**config.mk**
```make
export PLATFORM = sky130hd
export DESIGN_NAME = hazard_scoreboard
export DESIGN_NICKNAME = d
export VERILOG_FILES = /design/src/rtl/hazard_scoreboard.sv
export SDC_FILE = /design/constraint.sdc
export NUM_CORES = 1
export LEC_CHECK = 0
export ABC_AREA = 1
export ABC_CLOCK_PERIOD_IN_PS = 2060
export BUFFER_PORTS_ARGS = -buffer_cell sky130_fd_sc_hd__buf_2
export CAP_MARGIN = 20
export CORE_ASPECT_RATIO = 0.5
export CORE_UTILIZATION = 45
export CTS_CLUSTER_DIAMETER = 40
export DETAILED_ROUTE_END_ITERATION = 10
export GPL_TIMING_DRIVEN = 0
export PLACE_DENSITY = 0.68
export RECOVER_POWER = 25
export SLEW_MARGIN = 25
export SYNTH_ARGS = -nofsm -noshare
export SYNTH_HDL_FRONTEND = slang
export SYNTH_SLANG_ARGS = --single-unit
```
**constraint.sdc**
```tcl
create_clock -name clk_i -period 2.06 [get_ports clk_i]
set_input_delay 0 -clock clk_i [delete_from_list [all_inputs] [get_ports clk_i]]
set_output_delay 0 -clock clk_i [all_outputs]
set_load 0.05 [all_outputs]
```
**src/rtl/hazard_scoreboard.sv**
```systemverilog
// Hazard controller for the 5-stage pipeline.
// It produces E-stage forwarding selects and detects load-use hazards with a
// per-register countdown scoreboard. It also handles branch-redirect flushes and
// runs a halt-drain FSM that brings the pipeline to a clean stop.
//
//   state  | meaning
//   RUN    | normal issue; load-use stalls and redirects handled
//   DRAIN  | halt issued; F/D held while E/M/W empty out
//   HALTED | pipeline stopped; held until reset
module hazard_scoreboard #(
  parameter int REG_AW       = 5,
  parameter int LOAD_USE_CYC = 1,
  parameter int HALT_DRAIN   = 3,
  parameter int CNT_W        = 32
) (
  input  logic              clk_i,
  input  logic              reset_i,
  input  logic              validD_i,
  input  logic [REG_AW-1:0] rs1D_i,
  input  logic [REG_AW-1:0] rs2D_i,
  input  logic              usesrs1D_i,
  input  logic              usesrs2D_i,
  input  logic [REG_AW-1:0] rdD_i,
  input  logic              memtoregD_i,
  input  logic              haltD_i,
  input  logic [REG_AW-1:0] rs1E_i,
  input  logic [REG_AW-1:0] rs2E_i,
  input  logic              usesrs1E_i,
  input  logic              usesrs2E_i,
  input  logic [REG_AW-1:0] rdM_i,
  input  logic [REG_AW-1:0] rdW_i,
  input  logic              writesregM_i,
  input  logic              writesregW_i,
  input  logic              redirectM_i,
  output logic [1:0]        forwardAE_o,
  output logic [1:0]        forwardBE_o,
  output logic              stallF_o,
  output logic              stallD_o,
  output logic              flushD_o,
  output logic              flushE_o,
  output logic              flushM_o,
  output logic              halted_o,
  output logic [CNT_W-1:0]  stall_cnt_o,
  output logic [CNT_W-1:0]  flush_cnt_o
);

  localparam int NREG = 2 ** REG_AW;
  localparam int DW   = (HALT_DRAIN > 1) ? $clog2(HALT_DRAIN) : 1;
  localparam logic [1:0]    LUC       = 2'(LOAD_USE_CYC);
  localparam logic [DW-1:0] DRAIN_TOP = DW'(HALT_DRAIN - 1);

  typedef enum logic [1:0] {
    RUN    = 2'd0,
    DRAIN  = 2'd1,
    HALTED = 2'd2
  } state_t;

  state_t            state_q, state_d;
  logic [DW-1:0]     drain_q, drain_d;
  logic [1:0]        sb_q [NREG];
  logic [1:0]        sb_d [NREG];
  logic [CNT_W-1:0]  stall_cnt_q, stall_cnt_d;
  logic [CNT_W-1:0]  flush_cnt_q, flush_cnt_d;
  logic              ldE_q, ldE_d;
  logic              ldM_q, ldM_d;

  logic              loaduse;
  logic              issueD;
  logic              load_set;

  // Forwarding select: M result is newer than W, so M wins; x0 is never forwarded.
  function automatic logic [1:0] fwd_sel(
    input logic              uses,
    input logic [REG_AW-1:0] rs,
    input logic [REG_AW-1:0] rdm,
    input logic              wm,
    input logic [REG_AW-1:0] rdw,
    input logic              ww
  );
    logic [1:0] sel;
    sel = 2'b00;
    if (uses && (rs != '0)) begin
      if (wm && (rdm == rs))      sel = 2'b10;
      else if (ww && (rdw == rs)) sel = 2'b01;
    end
    return sel;
  endfunction

  // E-stage operand forwarding selects
  always_comb begin
    forwardAE_o = fwd_sel(usesrs1E_i, rs1E_i, rdM_i, writesregM_i, rdW_i, writesregW_i);
    forwardBE_o = fwd_sel(usesrs2E_i, rs2E_i, rdM_i, writesregM_i, rdW_i, writesregW_i);
  end

  // Load-use detection and issue qualification
  always_comb begin
    loaduse  = validD_i &&
               ((usesrs1D_i && (sb_q[rs1D_i] != 2'd0)) ||
                (usesrs2D_i && (sb_q[rs2D_i] != 2'd0)));
    issueD   = validD_i && !loaduse && !redirectM_i && (state_q == RUN);
    load_set = issueD && memtoregD_i && (rdD_i != '0);
  end

  // Scoreboard next state: a redirect kills every tracked load because all of them are younger than the branch
  always_comb begin
    for (int r = 0; r < NREG; r++) begin
      sb_d[r] = sb_q[r];
      if (redirectM_i) begin
        sb_d[r] = 2'd0;
      end else if (load_set && (rdD_i == REG_AW'(r))) begin
        sb_d[r] = LUC;
      end else if (sb_q[r] != 2'd0) begin
        sb_d[r] = sb_q[r] - 2'd1;
      end
    end
    sb_d[0] = 2'd0;
  end

  // FSM next state and pipeline control outputs; a redirect overrides stalls and cancels a drain
  always_comb begin
    state_d  = state_q;
    drain_d  = drain_q;
    stallF_o = 1'b0;
    stallD_o = 1'b0;
    flushD_o = 1'b0;
    flushE_o = 1'b0;
    flushM_o = 1'b0;
    unique case (state_q)
      RUN: begin
        stallF_o = loaduse;
        stallD_o = loaduse;
        flushE_o = loaduse;
        if (issueD && haltD_i) begin
          state_d = DRAIN;
          drain_d = DRAIN_TOP;
        end
      end
      DRAIN: begin
        stallF_o = 1'b1;
        stallD_o = 1'b1;
        flushE_o = 1'b1;
        if (drain_q == '0) state_d = HALTED;
        else               drain_d = drain_q - 1'b1;
      end
      HALTED: begin
        stallF_o = 1'b1;
        stallD_o = 1'b1;
        flushE_o = 1'b1;
      end
      default: begin
        state_d = RUN;
        drain_d = '0;
      end
    endcase
    if (redirectM_i) begin
      stallF_o = 1'b0;
      stallD_o = 1'b0;
      flushD_o = 1'b1;
      flushE_o = 1'b1;
      flushM_o = 1'b1;
      if (state_q == DRAIN) begin
        state_d = RUN;
        drain_d = '0;
      end
    end
  end

  // Performance counters; both freeze once the pipeline has halted
  always_comb begin
    stall_cnt_d = stall_cnt_q;
    flush_cnt_d = flush_cnt_q;
    if ((state_q == RUN) && loaduse && !redirectM_i) stall_cnt_d = stall_cnt_q + CNT_W'(1);
    if ((state_q != HALTED) && redirectM_i)          flush_cnt_d = flush_cnt_q + CNT_W'(1);
  end

  // Track which of E/M holds a load, used only by the forwarding invariant below
  always_comb begin
    ldE_d = issueD && memtoregD_i;
    ldM_d = ldE_q && !redirectM_i;
  end

  // State, scoreboard and counter registers with synchronous active-low reset
  always_ff @(posedge clk_i) begin
    if (!reset_i) begin
      state_q     <= RUN;
      drain_q     <= '0;
      stall_cnt_q <= '0;
      flush_cnt_q <= '0;
      ldE_q       <= 1'b0;
      ldM_q       <= 1'b0;
      for (int r = 0; r < NREG; r++) sb_q[r] <= 2'd0;
    end else begin
      state_q     <= state_d;
      drain_q     <= drain_d;
      stall_cnt_q <= stall_cnt_d;
      flush_cnt_q <= flush_cnt_d;
      ldE_q       <= ldE_d;
      ldM_q       <= ldM_d;
      for (int r = 0; r < NREG; r++) sb_q[r] <= sb_d[r];
    end
  end

  assign halted_o    = (state_q == HALTED);
  assign stall_cnt_o = stall_cnt_q;
  assign flush_cnt_o = flush_cnt_q;

  // A load in M has no data yet, so the scoreboard must keep any consumer out of E
  a_no_fwd_from_load: assert property (@(posedge clk_i) disable iff (!reset_i)
    !(ldM_q && ((forwardAE_o == 2'b10) || (forwardBE_o == 2'b10))));

endmodule

```
==> impl_summary.txt <==
----------------------------------------------------
[Status]
  Outcome ... finished, violations left
  Violations in the final reports ... setup timing

[Clock network]
  Clock root buffer master ... sky130_fd_sc_hd__clkbuf_16
  CTS Sinks ... 130
  Clock transition at the registers of the reported paths ... 60 ps
  CTS tree ... yes
  Htree depth ... 4
  Maximum number of buffers from clock root to sink ... 2
  Clock latency at the later pin of the worst-skew pair ... 420 ps
  Total CTS buffers ... 17

[Setup path]
  Required time of the worst setup path ... 2370 ps
  Depth of the worst register-to-register path ... 12
  Kind of cell with the highest combined delay on the critical path ... simple AND/OR/NAND/NOR gates
  Crit-path most repeated cell ... sky130_fd_sc_hd__nand2_1
  Number of buffers and inverters on the critical path ... 1
  Endpoint of the most critical register-to-register path ... sb_q[18][1]$_SDFFE_PP0P_
  Critical path peak fanout ... 7
  Crit path capture type ... flop
  Slowest cell on the critical path ... sky130_fd_sc_hd__dfxtp_2
  Crit path kind ... reg -> reg
  Arrival time at the worst endpoint ... 2450 ps
  Critical Path Source Type ... flop
  Cell-by-cell listing of the critical path ... nor2_2, a21oi_1, nand3_1, nand2_1, nand2_1, nand3_2, nand3_4, nand2_4, nor2_4, buf_6, nand4_1, and3_1
  Worst reg2reg startpoint ... sb_q[16][1]$_SDFFE_PP0P_
  Largest stage delay on the critical path ... 340 ps
  Worst reg-to-reg setup slack ... -80 ps

[Power]
  Leakage power ... 4.65 nW
  Fraction of power spent switching nets ... 27.0%
  Peak supply drop ... 0.616 mV
  Fraction of power consumed by combinational cells ... 11.0%
  Reg power frac ... 40.9%
  Power density normalized to cell area ... 589 nW/µm²
  Internal Dissipation ... 4.54 mW
  Sw power ... 1.68 mW
  Clock Power Share ... 48.1%

[Routing]
  Remaining routing DRC violations ... 0
  Avg WL per Cell ... 14.8 µm
  Total wire length after detailed routing ... 24.4 mm
  Count of antenna-violating nets left after detailed routing ... 0
  First-pass detailed-route iteration total ... 5
  First-iteration detailed-routing DRC count ... 577
  Overall via count from detail_route ... 8619
  Vias per inst ... 5.24

[Synthesis]
  Sequential-to-total area share from yosys stat ... 31.2%
  Yosys top cell by area ... sky130_fd_sc_hd__dfxtp_1
  Post-synth design cell area ... 8330 µm²
  Count of synthesis-stage warnings from yosys ... 0
  Net count after synthesis ... 1338
  Number of enable flip-flop cells after synthesis ... 0
  Number of synthesized register bits ... 130
  Leading cell types by total area after synthesis ... sky130_fd_sc_hd__dfxtp_1, sky130_fd_sc_hd__nand2_1, sky130_fd_sc_hd__ha_1
  Number of instances in the synthesized netlist ... 1222
  Most used flip-flop cell after synthesis ... sky130_fd_sc_hd__dfxtp_1
  Post-synth ARST share ... 0%
  Post-synth top cells ... sky130_fd_sc_hd__nand2_1, sky130_fd_sc_hd__inv_1, sky130_fd_sc_hd__nor2_1
  Per-instance average area after synthesis ... 6.82 µm²
  Number of distinct standard cells referenced by the synthesized netlist ... 41
  Most frequent cell after synthesis ... sky130_fd_sc_hd__nand2_1
  Fraction of post-synthesis cell area in the top cell type by area ... 31.2%

[Global route]
  Via count of the first global-routing pass ... 7994
  Global-route wire length before repair ... 38.9 mm
  Pin count of the biggest net entering global routing ... 17
  Total routing usage reported by global routing ... 25.5%
  Overflow left after global routing ... 0
  Number of antenna violations at the first check in global routing ... 0

[Die]
  Area of the core ... 17700 µm²
  Starting density of the core ... 47.0%
  Die Area ... 19100 µm²
  Width of the die ... 194 µm
  I/O pin count ... 121
  Cell Rows ... 34
  Chip Height ... 98.2 µm

[Timing]
  Peak Freq ... 468 MHz
  Hold WS ... 53.9 ps
  Final-report max-slew violation count ... 0
  Final Setup Violations ... 19
  Worst Skew ... 9.01 ps
  Worst path setup slack after routing ... -75.1 ps
  Minimum period implied by the final worst setup slack ... 2140 ps
  Slew at the pin closest to its max-slew limit ... 799 ps
  Number of hold violations in the final report ... 0
  RSZ-0062 raised after global routing ... true
  Worst rel slew slack ... 46.7%
  Setup_tns ... -446 ps
  Final clock period utilization by the worst path ... 104%

[Min path]
  Min-Delay Path Depth ... 3
  Hold Path Origin ... rdD_i[4]
  Hold worst-path end ... sb_q[26][0]$_SDFFE_PP0P_
  Kind of path behind the tightest hold check ... in -> reg

[Placement]
  I/O Buffers ... 119
  Half-perimeter wire length of the detailed placement result ... 18.1 mm
  Gpl congestion ... 0.977

[Cells and area]
  Final #Nets ... 1515
  Antenna diodes ... 0
  Layout cells sized above 1 ... 21.0%
  Layout-stage area growth over the synthesis result ... 26.6%

[Flow run]
  Max_cap viols ... 0

----------------------------------------------------
[cell type report]
| cell class | instances | area (µm²) |
|---|---|---|
| Fill cell | 1728 | 7190 |
| Multi-Input combinational cell | 899 | 5300 |
| Sequential cell | 130 | 2650 |
| Timing Repair Buffer | 158 | 903 |
| Inverter | 160 | 616 |
| Clock buffer | 18 | 429 |
| Tap cell | 234 | 293 |
| Buffer | 33 | 220 |
| Clock inverter | 13 | 139 |
[what timing repair did]
| item | CTS | global route |
|---|---|---|
| endpoints found under the hold margin | 11 | 0 |
| gates cloned | 0 | 4 |
| pin swaps | 16 | 26 |
| hold buffers | 4 | 0 |
| setup endpoints to repair | 41 | 110 |
| buffers inserted | 16 | 15 |
| resized for setup | 66 | 80 |
[power by group through the flow]
stage | Sequential [mW] | Clock (mW) | Combinational (mW)
after CTS | 2.54 | 3.02 | 0.609
after global placement | 2.60 | 0 | 0.570
final | 2.54 | 2.99 | 0.682
after global routing | 2.54 | 3.14 | 0.741
after floorplan | 2.62 | 0 | 0.359
after detailed placement | 2.60 | 0 | 0.575
[worst min-delay path: stages]
cell and delay [ps]:
sky130_fd_sc_hd__clkbuf_1 200, sky130_fd_sc_hd__nand4_1 170, sky130_fd_sc_hd__a21oi_1 60
[sequential cells by signal, summed over array words and instances, names as in the netlist]
register,cells
state_q,2
flush_cnt_o,32
drain_q,2
stall_cnt_o,32
sb_q,62
[through the flow]
step / util [%] / total power [mW] / setup slack (ps) / area [µm²] / cells
after floorplan: - / 2.98 / -0.130 / 8360 / 1222
after global placement: 52.2 / 3.17 / -109 / 9250 / 1575
after detailed placement: 52.2 / 3.17 / -137 / 9250 / 1575
after CTS: 57.2 / 6.18 / -84.3 / 10200 / 1626
after global routing: 59.5 / 6.42 / -213 / 10500 / 1645
final: 59.5 / 6.21 / -75.1 / 10500 / 1645
[cell usage in the layout (no fill, tap or decap), types with 11 or more instances in the layout]
| cell | instances |
|---|---|
| sky130_fd_sc_hd__nor3_1 | 25 |
| sky130_fd_sc_hd__a21oi_1 | 73 |
| sky130_fd_sc_hd__nor2_2 | 13 |
| sky130_fd_sc_hd__inv_1 | 141 |
| sky130_fd_sc_hd__xnor2_1 | 11 |
| sky130_fd_sc_hd__xor2_1 | 35 |
| sky130_fd_sc_hd__buf_4 | 35 |
| sky130_fd_sc_hd__nand2_1 | 256 |
| sky130_fd_sc_hd__dfxtp_2 | 28 |
| sky130_fd_sc_hd__nand4_1 | 42 |
| sky130_fd_sc_hd__buf_2 | 90 |
| sky130_fd_sc_hd__clkbuf_1 | 47 |
| sky130_fd_sc_hd__and3_1 | 17 |
| sky130_fd_sc_hd__nor2_1 | 112 |
| sky130_fd_sc_hd__o21ai_0 | 83 |
| sky130_fd_sc_hd__ha_1 | 68 |
| sky130_fd_sc_hd__dfxtp_1 | 99 |
| sky130_fd_sc_hd__clkbuf_16 | 18 |
| sky130_fd_sc_hd__inv_2 | 14 |
| sky130_fd_sc_hd__nand3_1 | 62 |
| sky130_fd_sc_hd__nor2_4 | 12 |
[how the worst max path moves through the flow]
stage / endpoint / cells past startpoint / slack [ps] / startpoint
2_1_floorplan: flush_cnt_o[28]$_SDFFE_PN0P_ / 16 / -0.1 / state_q[0]$_SDFF_PN0_
3_3_place_gp: flush_cnt_o[28]$_SDFFE_PN0P_ / 16 / -110 / state_q[0]$_SDFF_PN0_
3_5_place_dp: flush_cnt_o[28]$_SDFFE_PN0P_ / 16 / -140 / state_q[0]$_SDFF_PN0_
4_1_cts: stallF_o / 16 / -80 / sb_q[31][1]$_SDFFE_PP0P_
5_1_grt: stallF_o / 14 / -210 / sb_q[28][1]$_SDFFE_PP0P_
6_report: sb_q[18][1]$_SDFFE_PP0P_ / 12 / -80 / sb_q[16][1]$_SDFFE_PP0P_
[per-layer routing]
metal / GRT usage, % / wire (µm)
met1: 32.8 / 11300
met2: 42.3 / 11400
met3: 5.39 / 1320
met4: 8.91 / 442
met5: 0 / 0
[kinds of logic (layout without fill, tap and decap cells)]
kind of cell / count (synthesis) / in the layout / share of synthesized area [%]
simple gates: 590 / 590 / 31.6
compound gates: 194 / 194 / 12.2
buf+inv: 193 / 382 / 9.76
flops: 130 / 130 / 31.2
fa+ha+maj: 69 / 69 / 10.4
xor+xnor: 46 / 46 / 4.84
(Power assumes the default switching activity.)
